[src/rtl/proc_pkg.sv]
// Shared constants, requester indices and FSM encoding for the register-file
// write arbiter. Also provides the destination decoder.
package proc_pkg;

  localparam int NREQ     = 4;
  localparam int DW       = 8;
  localparam int NREG     = 16;
  localparam int AW       = 4;
  localparam int MAX_LOCK = 8;

  localparam int REQ_ALU  = 0;
  localparam int REQ_MEM  = 1;
  localparam int REQ_DS   = 2;
  localparam int REQ_CTL  = 3;

  typedef enum logic {
    IDLE  = 1'b0,
    OWNED = 1'b1
  } state_e;

  // Addresses beyond the register bank decode to no enable at all.
  function automatic logic [NREG-1:0] onehot_dst(input logic [AW-1:0] dst);
    logic [NREG-1:0] oh;
    oh = '0;
    if (int'(dst) < NREG) oh[dst] = 1'b1;
    return oh;
  endfunction

endpackage

[src/rtl/bus3_write_arbiter_if.sv]
// Requester-side write/clear and swap signals plus the register-bank strobes
// driven back by the arbiter.
interface bus3_write_arbiter_if #(
  parameter int NREQ = proc_pkg::NREQ,
  parameter int NREG = proc_pkg::NREG,
  parameter int DW   = proc_pkg::DW,
  parameter int AW   = proc_pkg::AW
);

  logic [NREQ-1:0]    req;
  logic [NREQ-1:0]    req_clr;
  logic [NREQ-1:0]    req_lock;
  logic [NREQ*AW-1:0] req_dst;
  logic [NREQ*DW-1:0] req_data;
  logic [NREQ-1:0]    gnt;
  logic [DW-1:0]      bus3;
  logic [NREG-1:0]    reg_enY;
  logic               reg_wr;
  logic               reg_clr;
  logic               swp_req;
  logic [AW-1:0]      swp_dst;
  logic [1:0]         swp_data;
  logic               swp_ack;
  logic [NREG-1:0]    reg_enS;
  logic               swp2;
  logic [1:0]         bus5;
  logic               busy;

  modport master (
    output req, req_clr, req_lock, req_dst, req_data,
    output swp_req, swp_dst, swp_data,
    input  gnt, bus3, reg_enY, reg_wr, reg_clr,
    input  swp_ack, reg_enS, swp2, bus5, busy
  );

  modport slave (
    input  req, req_clr, req_lock, req_dst, req_data,
    input  swp_req, swp_dst, swp_data,
    output gnt, bus3, reg_enY, reg_wr, reg_clr,
    output swp_ack, reg_enS, swp2, bus5, busy
  );

endinterface

[src/rtl/bus3_write_arbiter_rr_pick.sv]
// Combinational round-robin finder: first set request at or above the
// pointer, wrapping modulo N.
module rr_pick #(
  parameter  int N  = 4,
  localparam int IW = $clog2(N)
) (
  input  logic [N-1:0]  i_req,
  input  logic [IW-1:0] i_ptr,
  output logic [IW-1:0] o_idx,
  output logic          o_valid
);

  logic [IW:0] w_pos;

  always_comb begin
    // NOTE: every output gets a default before the loop so no path leaves
    // it unassigned, which would otherwise infer a latch.
    o_idx   = '0;
    o_valid = 1'b0;
    w_pos   = '0;
    // Walk offsets from far to near so the nearest hit is the last written.
    for (int k = N - 1; k >= 0; k--) begin
      w_pos = {1'b0, i_ptr} + (IW + 1)'(k);
      if (w_pos >= (IW + 1)'(N)) w_pos = w_pos - (IW + 1)'(N);
      if (i_req[w_pos[IW-1:0]]) begin
        o_idx   = w_pos[IW-1:0];
        o_valid = 1'b1;
      end
    end
  end

endmodule

[src/rtl/bus3_write_arbiter.sv]
// Round-robin arbiter for the register-file write bus (bus3) with optional
// locked bursts, plus the independent 2-bit swap path (bus5).
module bus3_write_arbiter
  import proc_pkg::*;
#(
  parameter int NREQ     = proc_pkg::NREQ,
  parameter int NREG     = proc_pkg::NREG,
  parameter int DW       = proc_pkg::DW,
  parameter int AW       = proc_pkg::AW,
  parameter int MAX_LOCK = proc_pkg::MAX_LOCK
) (
  input logic                 clk,
  input logic                 rst,
  bus3_write_arbiter_if.slave bus
);

  localparam int IW = $clog2(NREQ);
  localparam int CW = $clog2(MAX_LOCK + 1);

  state_e          r_state;
  logic [IW-1:0]   r_ptr;
  logic [IW-1:0]   r_owner;
  logic [CW-1:0]   r_cnt;

  logic [IW-1:0]   w_pick_idx;
  logic            w_pick_valid;
  logic [IW-1:0]   w_win;
  logic            w_win_valid;
  logic [NREQ-1:0] w_gnt;
  logic [AW-1:0]   w_dst;
  logic [DW-1:0]   w_data;
  logic            w_clr;
  logic            w_lock;
  logic [NREG-1:0] w_enY;
  logic            w_conflict;

  rr_pick #(.N(NREQ)) u_pick (
    .i_req   (bus.req),
    .i_ptr   (r_ptr),
    .o_idx   (w_pick_idx),
    .o_valid (w_pick_valid)
  );

  // While a burst owns the bus only the owner is eligible.
  always_comb begin
    w_win       = w_pick_idx;
    w_win_valid = w_pick_valid;
    if (r_state == OWNED) begin
      w_win       = r_owner;
      w_win_valid = bus.req[r_owner];
    end
    w_gnt  = '0;
    w_dst  = '0;
    w_data = '0;
    w_clr  = 1'b0;
    w_lock = 1'b0;
    for (int k = 0; k < NREQ; k++) begin
      if (IW'(k) == w_win) begin
        w_gnt[k] = w_win_valid;
        w_dst    = bus.req_dst[k*AW +: AW];
        w_data   = bus.req_data[k*DW +: DW];
        w_clr    = bus.req_clr[k];
        w_lock   = bus.req_lock[k];
      end
    end
  end

  assign w_enY      = onehot_dst(w_dst);
  assign w_conflict = w_win_valid && (w_dst == bus.swp_dst);

  // NOTE: all state and registered outputs use non-blocking assignments so
  // every flop samples pre-edge values regardless of statement order.
  always_ff @(posedge clk) begin
    if (!rst) begin
      r_state     <= IDLE;
      r_ptr       <= '0;
      r_owner     <= '0;
      r_cnt       <= '0;
      bus.gnt     <= '0;
      bus.bus3    <= '0;
      bus.reg_enY <= '0;
      bus.reg_wr  <= 1'b0;
      bus.reg_clr <= 1'b0;
      bus.swp_ack <= 1'b0;
      bus.reg_enS <= '0;
      bus.swp2    <= 1'b0;
      bus.bus5    <= '0;
      bus.busy    <= 1'b0;
    end else begin
      bus.gnt     <= w_gnt;
      bus.reg_enY <= '0;
      bus.reg_wr  <= 1'b0;
      bus.reg_clr <= 1'b0;
      bus.swp_ack <= 1'b0;
      bus.reg_enS <= '0;
      bus.swp2    <= 1'b0;

      if (w_win_valid) begin
        bus.bus3    <= w_data;
        bus.reg_enY <= w_enY;
        bus.reg_wr  <= ~w_clr;
        bus.reg_clr <= w_clr;
      end

      case (r_state)
        IDLE: begin
          if (w_pick_valid) begin
            r_ptr <= (w_pick_idx == IW'(NREQ - 1)) ? '0 : w_pick_idx + 1'b1;
            if (w_lock) begin
              r_state  <= OWNED;
              r_owner  <= w_pick_idx;
              r_cnt    <= CW'(1);
              bus.busy <= 1'b1;
            end
          end
        end
        OWNED: begin
          if (!w_win_valid) begin
            r_state  <= IDLE;
            bus.busy <= 1'b0;
          end else begin
            r_cnt <= r_cnt + 1'b1;
            // This grant is the last one when lock drops or the cap is reached.
            if (!w_lock || r_cnt >= CW'(MAX_LOCK - 1)) begin
              r_state  <= IDLE;
              bus.busy <= 1'b0;
            end
          end
        end
        default: begin
          r_state  <= IDLE;
          bus.busy <= 1'b0;
        end
      endcase

      // A write to the same register wins; the swap waits for a free cycle.
      if (bus.swp_req && !w_conflict) begin
        bus.swp_ack <= 1'b1;
        bus.swp2    <= 1'b1;
        bus.reg_enS <= onehot_dst(bus.swp_dst);
        bus.bus5    <= bus.swp_data;
      end
    end
  end

endmodule

[src/flat_wrapper.sv]
// flat-port wrapper written by rule: the top's interface ports become plain ports
module bus3_write_arbiter_flat import proc_pkg::*;
#(
  parameter int NREQ     = proc_pkg::NREQ,
  parameter int NREG     = proc_pkg::NREG,
  parameter int DW       = proc_pkg::DW,
  parameter int AW       = proc_pkg::AW,
  parameter int MAX_LOCK = proc_pkg::MAX_LOCK
)
  (clk, rst, bus_req, bus_req_clr, bus_req_lock, bus_req_dst, bus_req_data, bus_swp_req, bus_swp_dst, bus_swp_data, bus_gnt, bus_bus3, bus_reg_enY, bus_reg_wr, bus_reg_clr, bus_swp_ack, bus_reg_enS, bus_swp2, bus_bus5, bus_busy);
  bus3_write_arbiter_if #(.NREQ(NREQ), .NREG(NREG), .DW(DW), .AW(AW)) bus_i ();
  input logic clk;
  input logic rst;
  input wire logic [$bits(bus_i.req)-1:0] bus_req;
  input wire logic [$bits(bus_i.req_clr)-1:0] bus_req_clr;
  input wire logic [$bits(bus_i.req_lock)-1:0] bus_req_lock;
  input wire logic [$bits(bus_i.req_dst)-1:0] bus_req_dst;
  input wire logic [$bits(bus_i.req_data)-1:0] bus_req_data;
  input wire logic [$bits(bus_i.swp_req)-1:0] bus_swp_req;
  input wire logic [$bits(bus_i.swp_dst)-1:0] bus_swp_dst;
  input wire logic [$bits(bus_i.swp_data)-1:0] bus_swp_data;
  output wire logic [$bits(bus_i.gnt)-1:0] bus_gnt;
  output wire logic [$bits(bus_i.bus3)-1:0] bus_bus3;
  output wire logic [$bits(bus_i.reg_enY)-1:0] bus_reg_enY;
  output wire logic [$bits(bus_i.reg_wr)-1:0] bus_reg_wr;
  output wire logic [$bits(bus_i.reg_clr)-1:0] bus_reg_clr;
  output wire logic [$bits(bus_i.swp_ack)-1:0] bus_swp_ack;
  output wire logic [$bits(bus_i.reg_enS)-1:0] bus_reg_enS;
  output wire logic [$bits(bus_i.swp2)-1:0] bus_swp2;
  output wire logic [$bits(bus_i.bus5)-1:0] bus_bus5;
  output wire logic [$bits(bus_i.busy)-1:0] bus_busy;
  assign bus_i.req = bus_req;
  assign bus_i.req_clr = bus_req_clr;
  assign bus_i.req_lock = bus_req_lock;
  assign bus_i.req_dst = bus_req_dst;
  assign bus_i.req_data = bus_req_data;
  assign bus_i.swp_req = bus_swp_req;
  assign bus_i.swp_dst = bus_swp_dst;
  assign bus_i.swp_data = bus_swp_data;
  assign bus_gnt = bus_i.gnt;
  assign bus_bus3 = bus_i.bus3;
  assign bus_reg_enY = bus_i.reg_enY;
  assign bus_reg_wr = bus_i.reg_wr;
  assign bus_reg_clr = bus_i.reg_clr;
  assign bus_swp_ack = bus_i.swp_ack;
  assign bus_reg_enS = bus_i.reg_enS;
  assign bus_swp2 = bus_i.swp2;
  assign bus_bus5 = bus_i.bus5;
  assign bus_busy = bus_i.busy;
  bus3_write_arbiter #(.NREQ(NREQ), .NREG(NREG), .DW(DW), .AW(AW), .MAX_LOCK(MAX_LOCK)) u_core (.clk(clk), .rst(rst), .bus(bus_i));
endmodule
[config.mk]
export PLATFORM = sky130hd
export DESIGN_NAME = bus3_write_arbiter_flat
export DESIGN_NICKNAME = d
export VERILOG_FILES = /design/src/rtl/proc_pkg.sv /design/src/rtl/bus3_write_arbiter_if.sv /design/src/rtl/bus3_write_arbiter_rr_pick.sv /design/src/rtl/bus3_write_arbiter.sv /design/src/flat_wrapper.sv
export SDC_FILE = /design/constraint.sdc
export NUM_CORES = 1
export LEC_CHECK = 0
export ABC_AREA = 0
export BUFFER_PORTS_ARGS = -buffer_cell sky130_fd_sc_hd__clkbuf_2
export CAP_MARGIN = 20
export CORE_MARGIN = 2
export CORE_UTILIZATION = 48
export CTS_BUF_LIST = sky130_fd_sc_hd__clkbuf_2
export CTS_CLUSTER_DIAMETER = 80
export DETAILED_ROUTE_END_ITERATION = 7
export PLACE_DENSITY = 0.93
export SYNTH_ARGS = -nofsm -noshare
export SYNTH_HDL_FRONTEND = slang
export SYNTH_SLANG_ARGS = --single-unit
[constraint.sdc]
create_clock -name clk -period 3.2 [get_ports clk]
set_input_delay 0.16 -clock clk [delete_from_list [all_inputs] [get_ports clk]]
set_output_delay 0.16 -clock clk [all_outputs]
set_load 0.02 [all_outputs]
# --- After elaboration in Yosys (flattened, before gate mapping) ---
# Index checks and enable logic that the tools add are counted.
op_classes:
  n_bitwise: 2
  div: 0
  mux: 60
  n_mul: 0
  n_shift: 0
  n_eq_ne: 9
  reduce_logical: 18
  n_addsub: 9
  n_lt_le_gt_ge: 14
op_table:
  columns: ["cell", "count"]
  rows:
  - ["$mux 8", 4]
  - ["$mux 1", 29]
  - ["$mux 4", 7]
  - ["$mux 2", 10]
  - ["$lt 2x3->1 const B", 5]
  - ["$reduce_and 2->1", 7]
  - ["$bmux 1 s2", 5]
  - ["$lt 4x5->1 const B", 2]
  - ["$ge 3x3->1 const B", 3]
  - ["$reduce_and 3->1", 3]
  - ["$demux 1 s4", 2]
  - ["$ge 4x1->1 const B", 2]
  - ["$pmux 4 s2", 1]
  - ["$sub 2x1->2 const B", 4]
  - ["$add 2x2->3 const B", 2]
  - ["$add 4x1->4 const B", 1]
  - ["$eq 2x2->1 const A", 2]
  - ["$eq 4x4->1", 1]
  - ["$ge 4x3->1 const B", 1]
  - ["$logic_and 1x1->1", 4]
  - ["$ne 2x1->1 const B", 2]
  - ["$pmux 1 s2", 2]
  - ["$add 2x1->3 const B", 1]
  - ["$ge 2x3->1 const B", 1]
  - ["other kinds (9)", 11]
totals:
  latch_bits: 0
  romBits: 0
  mem_count: 0
  ramBits: 0
  reg_bits: 59
  out_inout_bits: 51
  word_cells: 128
  inputBits: 69

# --- Logic depth before layout (Yosys ltp) ---
# Gate-level depths: netlist of the first run.
depth:
  ltp_word: 20
  mapped_depth: 11
  ltp_nobuf: 8

# --- By module ---
# From an unflattened synthesis of the first run, not the netlist that was laid out.
hier_totals:
  cells_unflattened: 294
  area_unflattened_um2: 2647.5
by_module_without_submodules:
  columns: ["mod", "area_per_inst_um2", "cells_per_inst", "instances", "seq_area_each_um2"]
  rows:
  - ["bus3_write_arbiter", 2570.0, 281, 1, 1181.1]
  - ["rr_pick", 77.6, 13, 1, 0.0]

# --- Worst setup path before layout of the first run ---
# OpenSTA, ideal clock, no wires.
synth_path:
  kind: "reg2reg"
  start: "reg u_core.r_ptr[0]"
  end: "reg u_core.bus.swp_ack"
  setup_ns: 0.115
  arrival_ns: 2.253
  synth_period_minus_slack_ns: 2.367
  stages_incl_launch_ff: 12
  path_buffers: 3
  slack_ns: 0.833
  t_required_ns: 3.085
  path_cell_list: "dfxtp_1 or2b_1 a21oi_2 or4_1 buf_2 a31oi_1 a32o_2 xor2_1 and4_1 buf_2 buf_4 nor2_1"
synth_between:
  elab_chain_cells: 20
  word_cells_on_any_way: 46
  cone_classes: "add/sub (7); order compare (4); eq/ne (4); mux (27); reduce/logical (4)"
synth_rtl:
  columns: ["item", "line_no", "text"]
  rows:
  - ["from (decl)", "bus3_write_arbiter.sv:21", "logic [IW-1:0] r_ptr;"]
  - ["from (signal assigned)", "bus3_write_arbiter.sv:108", "r_ptr <= (w_pick_idx == IW'(NREQ - 1)) ? '0 : w_pick_idx + 1'b1;"]
  - ["$add 2x2->3", "bus3_write_arbiter_rr_pick.sv:23", "w_pos = {1'b0, i_ptr} + (IW + 1)'(k);"]
  - ["$ge 3x3->1 or $sub 2x1->2 (tied branches)", "bus3_write_arbiter_rr_pick.sv:24", "if (w_pos >= (IW + 1)'(N)) w_pos = w_pos - (IW + 1)'(N);"]
  - ["$mux 2", "bus3_write_arbiter_rr_pick.sv:24", null]
  - ["$bmux 1 s2", "bus3_write_arbiter_rr_pick.sv:25", "if (i_req[w_pos[IW-1:0]]) begin"]
  - ["$mux 1 (not written as such)", "bus3_write_arbiter_rr_pick.sv:25", null]
  - ["$mux 2 (4 in a row)", "bus3_write_arbiter_rr_pick.sv:25", null]
  - ["$mux 2", "bus3_write_arbiter.sv:48", "if (r_state == OWNED) begin"]
  - ["$logic_not 2->1", "bus3_write_arbiter.sv:58", "if (IW'(k) == w_win) begin"]
  - ["$mux 4 (4 in a row)", "bus3_write_arbiter.sv:58", null]
  - ["$eq 4x4->1", "bus3_write_arbiter.sv:69", "assign w_conflict = w_win_valid && (w_dst == bus.swp_dst);"]
  - ["$logic_and 1x1->1 *", "bus3_write_arbiter.sv:69", null]
  - ["$logic_not 1->1 *", "bus3_write_arbiter.sv:137", "if (bus.swp_req && !w_conflict) begin"]
  - ["$logic_and 1x1->1 *", "bus3_write_arbiter.sv:137", null]
  - ["$mux 1 *", "bus3_write_arbiter.sv:137", null]
  - ["to (signal assigned)", "bus3_write_arbiter.sv:84", "bus.swp_ack <= 1'b0;"]
  - ["to (signal assigned)", "bus3_write_arbiter.sv:94", "bus.swp_ack <= 1'b0;"]
  - ["to (signal assigned)", "bus3_write_arbiter.sv:138", "bus.swp_ack <= 1'b1;"]
  - ["to (decl)", "bus3_write_arbiter_if.sv:40", "output swp_ack, reg_enS, swp2, bus5, busy"]
# Every way passes the cells marked *; elsewhere a longest branch is shown, timed or not. The select of a mux whose other input is x is not followed.
# A chain may end at the register's enable or synchronous reset.

# --- Worst setup path in the final report of the first run ---
layout_path:
  start: "reg u_core.r_ptr[0]"
  end: "reg u_core.bus.reg_enS[15]"
layout_between:
  elab_chain_cells: 20
  word_cells_on_any_way: 46
  cone_classes: "add/sub (7); order compare (4); eq/ne (4); mux (26); reduce/logical (5)"
layout_rtl:
  columns: ["item", "line_no", "text"]
  rows:
  - ["$add 2x2->3", "bus3_write_arbiter_rr_pick.sv:23", null]
  - ["$ge 3x3->1 or $sub 2x1->2 (tied branches)", "bus3_write_arbiter_rr_pick.sv:24", null]
  - ["$mux 2", "bus3_write_arbiter_rr_pick.sv:24", null]
  - ["$bmux 1 s2", "bus3_write_arbiter_rr_pick.sv:25", null]
  - ["$mux 1 (not written as such)", "bus3_write_arbiter_rr_pick.sv:25", null]
  - ["$mux 2 (4 in a row)", "bus3_write_arbiter_rr_pick.sv:25", null]
  - ["$mux 2", "bus3_write_arbiter.sv:48", null]
  - ["$logic_not 2->1", "bus3_write_arbiter.sv:58", null]
  - ["$mux 4 (4 in a row)", "bus3_write_arbiter.sv:58", null]
  - ["$eq 4x4->1", "bus3_write_arbiter.sv:69", null]
  - ["$logic_and 1x1->1 *", "bus3_write_arbiter.sv:69", null]
  - ["$logic_not 1->1 *", "bus3_write_arbiter.sv:137", null]
  - ["$logic_and 1x1->1 *", "bus3_write_arbiter.sv:137", null]
  - ["$reduce_and 2->1 (no source line) *", null, null]
  - ["to (signal assigned)", "bus3_write_arbiter.sv:140", "bus.reg_enS <= onehot_dst(bus.swp_dst);"]
  - ["to (decl)", "bus3_write_arbiter_if.sv:40", null]
# Marks and branches as above.

==> results by group, run 1 <==
Status
  – Status: completed

Routing
  – Drt pass-1 iters: 4
  – Initial DRC Count: between 100 and 150
  – Vias: roughly 2600
  – Final antenna-violating net count: 0
  – DRC Markers: 0
  – WL/cell: about 13 um
  – Routed WL: around 6.7 mm
  – DR vias/cell: just over 5

GRT
  – Grt ovf: 0
  – Vias in the first global route: around 2500
  – Initial antenna violation count: 0
  – First-pass GRT wire length: about 11 mm
  – Pin count of the biggest net entering global routing: 23
  – Total routing usage reported by global routing: 23.1%

Placement
  – Placer Congestion: 0.968
  – Placed Cells incl. Taps: roughly 480
  – Placed cell areas: ~0.0032 mm2
  – Final HPWL from detailed placement: between 5 and 6 mm
  – Port bufs: between 100 and 150

Logic synthesis
  – Leading cell types by total area after synthesis: dfxtp_1, nand2_1, mux2i_1, nor2_1, a21oi_1
  – Top cell type's share of synthesized area: 45.9%
  – Most common cell in the netlist: nand2_1
  – Top FF cell, synth: dfxtp_1
  – Synth top cells by count: nand2_1, dfxtp_1, nor2_1
  – Post-synth net total: 370
  – Post-Syn Area: 0.00257 mm2
  – Post-synth top area cell: dfxtp_1
  – Yosys cell types: 45
  – Ys async rst share: 0%
  – Number of synthesized flops with an enable pin: 0
  – Syn. warnings: 0
  – Mapped Cells: 300
  – Register area share after synthesis: 45.9%
  – Yosys reg bits: a little under 60
  – Syn avg cell area: about 8.6 um2

Timing
  – Hold Fails Final Rpt: 0
  – Tcrit/Tclk final: 89.9%
  – Skew final: approximately 0.013 ns
  – Hold_ws: a little under 0.05 ns
  – Unrepaired setup endpoints after global routing: false
  – Fmax: roughly 350 MHz
  – Final setup vio count: 0
  – Minimum clock period: 2.88 ns
  – Setup tns final: 0 ns
  – Pins over their slew limit: 0
  – Relative slew margins: between 50% and 60%
  – Slew of the pin with the lowest slew margin: a little over 0.7 ns

Worst setup path
  – CP bufs+invs: 0
  – Crit Path Category: reg2reg
  – Maximum fanout along the worst path: 17
  – CP Data Required Time: between 3 and 4 ns
  – Crit end category: register
  – Setup crit start kind: register
  – Max stage delay cell, worst path: o41ai_4
  – Worst Path Arrival: 3.23 ns
  – R2R Path Start: u_core.r_ptr[0]
  – Reg2reg end: u_core.bus.reg_enS[15]
  – Largest stage delay on the critical path: 0.70 ns
  – Depth of the most critical reg-to-reg path: 7
  – Worst R2R Setup Slack: between 0.3 and 0.4 ns
  – Crit-path leading delay family: compound AO/OA/AOI/OAI gates
  – Critical Path, Cell by Cell: or2b_2, a21boi_2, o41ai_4, a32o_1, xor2_1, and4_1, nor3_1

Hold path
  – Worst Hold Depth: 4
  – WHS Endpoint: u_core.bus.reg_enS[8]
  – Hold Startpoint: bus_swp_dst[0]
  – Hold Path Class: in2reg

Floorplanning
  – Initial Utilization: 50.0%
  – Chip width: 77.2 um
  – Die ar.: between 0.005 and 0.006 mm2
  – Chip Height: between 70 and 80 um
  – Site row count: 26
  – Ports: 120
  – Core area: 0.00514 mm2

Final layout
  – Non-filler instance count after layout: about 500
  – Layout cells sized above 1: a little over a third
  – Design area: approximately 0.0034 mm2
  – Multi-input gate area in the final layout: roughly 0.0013 mm2
  – Synth-to-layout area growth: 32.2%
  – FF+latch area: 0.00118 mm2
  – # fillers: about 430
  – Final #Nets: between 400 and 500
  – Ant. Diodes: 0

Power
  – PD cells: approximately 620 mW/mm2
  – LEAKAGE: between 1.5 and 2 nW
  – Maximum VDD drop: 0.000340 V

Clock network
  – Clk sinks: approximately 60
  – Clock Tree Buf Depth: 2
  – Clk slew on worst S/H paths: roughly 0.17 ns
  – Clk Latency, worst-skew pair: 0.47 ns
  – Inserted Clock Buffers: 9
  – Htree depth: 3
  – Clock Root Buffer: clkbuf_2
  – CTS tree: yes

Job
  – Max-cap viol count: 0
worst max path at each step:
stage	startpoint	endpoint	depth (start not counted)
finish	u_core.r_ptr[0]	u_core.bus.reg_enS[15]	7
global route	u_core.r_ptr[0]	u_core.bus.reg_enS[15]	7
CTS	u_core.r_ptr[0]	u_core.bus.reg_enS[9]	7
detailed placement	u_core.r_ptr[0]	u_core.bus.reg_enS[9]	7
global placement	u_core.r_ptr[0]	u_core.bus.reg_enS[15]	7
floorplan	u_core.r_ptr[0]	u_core.bus.swp_ack	11
registers in the layout, summed over array words and instances (netlist names):
register and flops:
u_core.bus.bus3 8, u_core.bus.reg_wr 1, u_core.bus.reg_enY 16, u_core.bus.gnt 4
u_core.bus.reg_clr 1, u_core.r_owner 2, u_core.r_cnt 4, u_core.bus.swp_ack 1
u_core.r_ptr 2, u_core.bus.reg_enS 16, u_core.bus.busy 1, u_core.bus.bus5 2
u_core.r_state 1
per-layer routing:
| metal | vias to the layer above | wire, um | global-route usage [%] |
|---|---|---|---|
| met3 | 18 | 555 | 6.12 |
| met2 | 135 | 3270 | 40.5 |
| met1 | 1147 | 2690 | 25.7 |
| met4 | 0 | 182 | 11.6 |
| met5 | - | 0 | 0 |
| li1 | 1277 | - | - |
where the power goes:
group          internal [mW]  switching [mW]  total (mW)
Clock                  0.263           0.279       0.542
Combinational          0.275           0.427       0.702
Sequential             0.812          0.0498       0.862
Total                   1.35           0.755        2.11
per-stage QoR:
step	util, %	setup slack [ns]	total power [mW]
6_report	66.1	0.323	2.11
5_1_grt	66.1	0.0534	2.24
4_1_cts	66.1	0.373	2.11
3_5_place_dp	62.2	0.390	1.57
3_3_place_gp	62.2	0.532	1.55
2_1_floorplan	-	0.833	1.38
cells by family (layout without fill, tap and decap cells):
kind of cell | Yosys count | after routing | share of synthesized area [%]
compound gates | 39 | 39 | 10.7
xor+xnor | 5 | 5 | 1.70
fa+ha+maj | 1 | 1 | 0.487
buf+inv | 20 | 148 | 3.80
flops | 59 | 59 | 45.9
mux | 25 | 25 | 10.3
simple gates | 151 | 151 | 27.1
layout make-up:
class                      count  area share, %
sequential                    59           34.8
inverter                       4          0.442
tap                           70           2.58
clock inverter                 6           2.61
clock buffer                  10           1.47
timing repair buffer         128           20.0
multi-input combinational    221           38.2
worst reg2reg max path, cell delays in order, from the launching register on:
cell and delay (ns):
dfxtp_1 0.43, or2b_2 0.16, a21boi_2 0.07, o41ai_4 0.71, a32o_1 0.45, xor2_1 0.23, and4_1 0.59, nor3_1 0.14
what timing repair did:
action                     4_1_cts  5_1_grt
gates resized for setup          0        0
setup endpoints to repair        0        0
setup buffers                    0        0
hold endpoints to repair         5        0
hold buffers                     6        0
cell usage in the layout (no fill, tap or decap), types with 4 or more instances in the layout:
cell,instances
nor2_1,35
mux2i_1,22
dlygate4sd3_1,6
nor3b_1,10
dfxtp_1,59
a21oi_1,19
nand3_1,11
nand2b_1,5
xor2_1,5
inv_1,4
nand2_1,64
clkbuf_2,129
nor3_1,9
Power figures use the tool's default switching activity.
==> run 2: changes to the inputs <==
RECOVER_POWER = 50   (was unset)
==> run 2 against run 1 <==
Compared with the run above:
- final cell count did not move
- critical path type unchanged
- clock power is essentially flat
- critical endpoint unchanged
- sequential power about the same
- utilization shrank 1.2 points
- hold slack about the same
- worst setup slack worse by 0.011 ns
- clock skew about the same
- sequential share of layout area is 0.67 points higher
- fmax down 0.38%
- flip-flop and latch count stayed put
- cell area shrank 1.9%
- routed wire length rose by 0.94%
==> results by group, run 2 (synthesis gave the netlist of run 1 again) <==
Status
  – Status: completed (unchanged)

Final layout
  – Most frequent cells in the layout: clkbuf_2, nand2_1, dfxtp_1, clkbuf_1, nor2_1 (was clkbuf_2, nand2_1, dfxtp_1, nor2_1, mux2i_1)
  – Biggest regs: u_core.bus.reg_enS: 16 flops, u_core.bus.reg_enY: 16 flops, u_core.bus.bus3: 8 flops (unchanged)
  – Ant. Diodes: 0 (unchanged)
  – Most common cell after layout, fill and taps aside: clkbuf_2 (unchanged)
  – Synth-to-layout area growth: 29.7% (was 32.2%)
  – Final #Nets: 493 (unchanged)
  – Design area: 0.00333 mm2 (was 0.00340 mm2)
  – Post-layout util: 64.9% (was 66.1%)
  – Non-filler instance count after layout: 498 (unchanged)
  – Layout cells sized above 1: 22.7% (was 34.8%)

GRT
  – Vias in the first global route: 2512 (unchanged)
  – Total routing usage reported by global routing: 23.1% (unchanged)
  – Pin count of the biggest net entering global routing: 23 (unchanged)
  – Grt ovf: 0 (unchanged)
  – Initial antenna violation count: 0 (unchanged)
  – First-pass GRT wire length: 11.0 mm (unchanged)

Clock network
  – Htree depth: 3 (unchanged)
  – Clk Latency, worst-skew pair: 0.47 ns (about the same)
  – Clk slew on worst S/H paths: 0.17 ns (about the same)
  – Clock Root Buffer: clkbuf_2 (unchanged)
  – Clock Tree Buf Depth: 2 (unchanged)
  – Inserted Clock Buffers: 9 (unchanged)
  – Clk sinks: 59 (unchanged)
  – CTS tree: yes (unchanged)

Floorplanning
  – Chip width: 77.2 um (unchanged)
  – Ports: 120 (unchanged)
  – Initial Utilization: 50.0% (unchanged)
  – Chip Height: 77.2 um (unchanged)
  – Die ar.: 0.00596 mm2 (unchanged)
  – Site row count: 26 (unchanged)
  – Core area: 0.00514 mm2 (unchanged)

Routing
  – Initial DRC Count: 116 (was 140)
  – DRC Markers: 0 (unchanged)
  – Final antenna-violating net count: 0 (unchanged)
  – Drt pass-1 iters: 4 (unchanged)
  – Routed WL: 6.76 mm (was 6.69 mm)
  – Vias: 2566 (was 2577)
  – WL/cell: 13.6 um (was 13.4 um)
  – DR vias/cell: 5.15 (was 5.17)

Power
  – Flop pwr share: 41.3% (was 40.9%)
  – Internal Pwr Total: 1.33 mW (was 1.35 mW)
  – Tot Pwr: 2.09 mW (was 2.11 mW)
  – Switch share: 36.1% (was 35.9%)
  – Switching power: 0.753 mW (was 0.755 mW)
  – Clock power share: 26.0% (was 25.7%)
  – LEAKAGE: 1.46 nW (was 1.63 nW)
  – Gate power share: 32.8% (was 33.3%)
  – Maximum VDD drop: 0.000339 V (was 0.000340 V)
  – PD cells: 626 mW/mm2 (was 620 mW/mm2)

Timing
  – Hold_ws: 0.0490 ns (was 0.0488 ns)
  – Pins over their slew limit: 0 (unchanged)
  – Unrepaired setup endpoints after global routing: false (unchanged)
  – Final setup vio count: 0 (unchanged)
  – Skew final: 0.0129 ns (about the same)
  – Fmax: 346 MHz (was 348 MHz)
  – Minimum clock period: 2.89 ns (was 2.88 ns)
  – Setup tns final: 0 ns (unchanged)
  – Hold Fails Final Rpt: 0 (unchanged)
  – Slew of the pin with the lowest slew margin: 0.722 ns (was 0.721 ns)
  – Relative slew margins: 51.7% (was 51.8%)
  – Post-route setup slack: 0.311 ns (was 0.323 ns)
  – Tcrit/Tclk final: 90.3% (was 89.9%)

Placement
  – Dpl ws: 0.390 ns (unchanged)
  – Port bufs: 119 (unchanged)
  – Final HPWL from detailed placement: 5.25 mm (unchanged)
  – Placed cell areas: 0.00320 mm2 (unchanged)
  – Placed Cells incl. Taps: 476 (unchanged)
  – Placer Congestion: 0.968 (unchanged)

Worst setup path
  – Crit Path Category: reg2reg (unchanged)
  – Maximum fanout along the worst path: 17 (unchanged)
  – Setup crit start kind: register (unchanged)
  – CP Data Required Time: 3.55 ns (about the same)
  – Crit end category: register (unchanged)
  – Worst Path Arrival: 3.23 ns (about the same)

Hold path
  – Hold Path Class: in2reg (unchanged)

Job
  – Max-cap viol count: 0 (unchanged)
==> run 2: critical path, cell delays in order, from the launching register on <==
cell      delay [ns]
dfxtp_1         0.43
or2b_2          0.15
a21boi_2        0.07
o41ai_4         0.71
a32o_1          0.45
xor2_1          0.23
and4_1          0.58
nor3_1          0.15
==> run 2: power by group through the flow <==
| stage | clock network [mW] | registers (mW) | logic, mW |
|---|---|---|---|
| after floorplan | 0 | 0.940 | 0.440 |
| after global placement | 0 | 0.874 | 0.678 |
| after detailed placement | 0 | 0.875 | 0.695 |
| after CTS | 0.548 | 0.861 | 0.702 |
| after global routing | 0.588 | 0.870 | 0.761 |
| final | 0.542 | 0.861 | 0.684 |
==> run 2: final cells by class <==
| type | instances | area (um2) |
|---|---|---|
| fillers | 463 | 1810 |
| multi-input cells | 221 | 1300 |
| flip-flops and latches | 59 | 1180 |
| repair buffers | 128 | 614 |
| clock inverters | 6 | 88.8 |
| well taps | 70 | 87.6 |
| clock buffers | 10 | 50.0 |
| inverters | 4 | 15.0 |
==> run 2: worst paths after layout <==
kind	start	endpoint	slack, ns	depth (start not counted)
max reg2reg	u_core.r_ptr[0]	u_core.bus.reg_enS[15]	0.31	7
min	bus_swp_dst[0]	u_core.bus.reg_enS[4]	0.05	4
min reg2reg	u_core.bus.bus3[5]	u_core.bus.bus3[5]	0.47	2
max	u_core.r_ptr[0]	u_core.bus.reg_enS[15]	0.31	7
==> run 2: routing by layer <==
metal  up-vias  track usage (%)  share of wire [%]
li1       1273                -                  -
met1      1138             25.7                 40
met2       139             40.5                 49
met3        16             6.12                9.1
met4         0             11.6                2.6
met5         -                0                  0
==> run 2: repair_timing <==
action                     in CTS  in global routing
setup endpoints to repair       0                  0
hold buffers                    6                  0
hold endpoints to repair        5                  0
setup buffers                   0                  0
gates resized for setup         0                  0
==> run 3: changes to the inputs <==
CELL_PAD_IN_SITES_DETAIL_PLACEMENT = 1   (was unset)
CELL_PAD_IN_SITES_GLOBAL_PLACEMENT = 1   (was unset)
CORE_UTILIZATION = 34   (was 48)
==> run 3 against run 2 <==
Compared with the run above:
- non-clock buffer count grew 2
- hold slack lost 0.0042 ns
- worst setup slack got worse by 0.082 ns
- utilization fell by 19 points
- fmax is 2.8% lower
- register-to-register slack worse by 0.08 ns
- largest cell class unchanged
- final cell count rose by 6.2%
- global-route usage is 2.5 points lower
==> results by group, run 3 (synthesis gave the netlist of run 1 again) <==
Floorplanning
  – Chip width: 91.0 um (was 77.2 um)
  – Ports: 120 (unchanged)
  – Initial Utilization: 35.3% (was 50.0%)
  – Core area: 0.00729 mm2 (was 0.00514 mm2)
  – Die ar.: 0.00827 mm2 (was 0.00596 mm2)
  – Site row count: 31 (was 26)
  – Chip Height: 91.0 um (was 77.2 um)

Clock network
  – Clock Tree Buf Depth: 2 (unchanged)
  – Htree depth: 3 (unchanged)
  – Clk Latency, worst-skew pair: 0.50 ns (was 0.47 ns)
  – Clk slew on worst S/H paths: 0.20 ns (was 0.17 ns)
  – Inserted Clock Buffers: 9 (unchanged)
  – Clk sinks: 59 (unchanged)
  – CTS tree: yes (unchanged)
  – Clock Root Buffer: clkbuf_2 (unchanged)

Worst setup path
  – CP bufs+invs: 0 (unchanged)
  – CP Data Required Time: 3.59 ns (was 3.55 ns)
  – Crit Path Category: reg2reg (unchanged)
  – Crit end category: register (unchanged)
  – Worst Path Arrival: 3.36 ns (was 3.23 ns)
  – Largest stage delay on the critical path: 0.68 ns (was 0.71 ns)
  – Critical Path, Cell by Cell: or2b_1, a21oi_2, o41ai_4, a32o_1, xor2_1, and4_1, nor3b_1 (was or2b_2, a21boi_2, o41ai_4, a32o_1, xor2_1, and4_1, nor3_1)
  – Crit-path leading delay family: compound AO/OA/AOI/OAI gates (unchanged)
  – Setup crit start kind: register (unchanged)
  – Max stage delay cell, worst path: o41ai_4 (unchanged)
  – Maximum fanout along the worst path: 17 (unchanged)

Timing
  – Hold Fails Final Rpt: 0 (unchanged)
  – Tcrit/Tclk final: 92.8% (was 90.3%)
  – Unrepaired setup endpoints after global routing: false (unchanged)
  – Skew final: 0.0209 ns (was 0.0129 ns)
  – Setup tns final: 0 ns (unchanged)
  – Minimum clock period: 2.97 ns (was 2.89 ns)
  – Final setup vio count: 0 (unchanged)
  – Relative slew margins: 49.3% (was 51.7%)
  – Slew of the pin with the lowest slew margin: 0.760 ns (was 0.722 ns)
  – Fmax: 337 MHz (was 346 MHz)
  – Pins over their slew limit: 0 (unchanged)

Final layout
  – Layout cells sized above 1: 22.6% (was 22.7%)
  – # fillers: 958 (was 463)
  – Most common cell after layout, fill and taps aside: clkbuf_2 (unchanged)
  – Ant. Diodes: 0 (unchanged)
  – Final #Nets: 495 (was 493)
  – Synth-to-layout area growth: 31.2% (was 29.7%)
  – Post-layout util: 46.3% (was 64.9%)
  – Most frequent cells in the layout: clkbuf_2, nand2_1, dfxtp_1, clkbuf_1, nor2_1 (unchanged)
  – Design area: 0.00337 mm2 (was 0.00333 mm2)
  – Biggest regs: u_core.bus.reg_enS: 16 flops, u_core.bus.reg_enY: 16 flops, u_core.bus.bus3: 8 flops (unchanged)

GRT
  – Busiest grt layer: met2 (unchanged)
  – First-pass GRT wire length: 13.4 mm (was 11.0 mm)
  – Grt ovf: 0 (unchanged)
  – Met1 GRT Util: 22.2% (was 25.7%)
  – Met3 usage in global routing: 5.98% (was 6.12%)
  – Total routing usage reported by global routing: 20.7% (was 23.1%)
  – GR Util met2: 36.7% (was 40.5%)
  – Pin count of the biggest net entering global routing: 23 (unchanged)
  – Vias in the first global route: 2744 (was 2512)
  – Initial antenna violation count: 0 (unchanged)

Routing
  – Initial DRC Count: 39 (was 116)
  – DR vias/cell: 4.93 (was 5.15)
  – Drt pass-1 iters: 4 (unchanged)
  – WL/cell: 15.7 um (was 13.6 um)
  – DRC Markers: 0 (unchanged)
  – Vias: 2608 (was 2566)
  – Routed WL: 8.30 mm (was 6.76 mm)
  – Final antenna-violating net count: 0 (unchanged)

Placement
  – Port bufs: 119 (unchanged)
  – Final HPWL from detailed placement: 6.28 mm (was 5.25 mm)
  – Placer Congestion: 0.814 (was 0.968)
  – Placed cell areas: 0.00324 mm2 (was 0.00320 mm2)

Power
  – LEAKAGE: 1.45 nW (was 1.46 nW)
  – Maximum VDD drop: 0.000216 V (was 0.000339 V)
  – PD cells: 615 mW/mm2 (was 626 mW/mm2)

Status
  – Status: completed (unchanged)

Job
  – Max-cap viol count: 0 (unchanged)

Hold path
  – Hold Path Class: in2reg (unchanged)
==> run 3: cell count changes in the layout (fill, tap and decap cells not counted), sizes merged <==
cell and delta:
clkinv +1, bufinv -1, clkbuf -1, inv +1
dlygate4sd3 +2
==> run 3: final cells by class <==
class,count,area (um2),share of cell area (%)
flip-flops and latches,59,1180,35.0
clock inverters,7,76.3,2.26
well taps,99,124,3.67
inverters,4,15.0,0.445
clock buffers,9,45.0,1.34
multi-input cells,221,1300,38.5
repair buffers,130,634,18.8
==> run 3: worst paths after layout <==
kind,from,endpoint,slack (ns),cells after the start
max,u_core.r_ptr[0],u_core.bus.reg_enS[13],0.23,7
min,rst,u_core.r_ptr[0],0.04,2
max reg2reg,u_core.r_ptr[0],u_core.bus.reg_enS[13],0.23,7
min reg2reg,u_core.bus.bus3[5],u_core.bus.bus3[5],0.47,2
==> run 3: routing by layer <==
layer | up-vias | share of wire, % | routed length, um
met5 | - | 0 | 0
met4 | 0 | 3.2 | 268
met3 | 20 | 7.0 | 578
met2 | 105 | 50 | 4140
met1 | 1207 | 40 | 3310
li1 | 1276 | - | -
==> run 3: stage by stage <==
step | hold slack [ns] | setup slack [ns] | power [mW] | instances
floorplan | 0.238 | 0.833 | 1.38 | 300
global placement | 0.397 | 0.511 | 1.57 | 505
detailed placement | 0.425 | 0.272 | 1.60 | 505
CTS | 0.0233 | 0.242 | 2.11 | 529
global route | 0.0419 | 0.0330 | 2.21 | 529
finish | 0.0449 | 0.230 | 2.07 | 529
==> run 3: repair_timing <==
item / in CTS / in global routing
hold endpoints to repair: 9 / 0
setup endpoints to repair: 0 / 0
resized for setup: 0 / 0
buffers inserted: 0 / 0
hold buffers: 8 / 0
==> run 3: power breakdown <==
part	switching, mW	total [mW]	internal (mW)
Combinational	0.450	0.709	0.259
Sequential	0.0509	0.863	0.812
Clock	0.317	0.502	0.185
Total	0.818	2.07	1.26
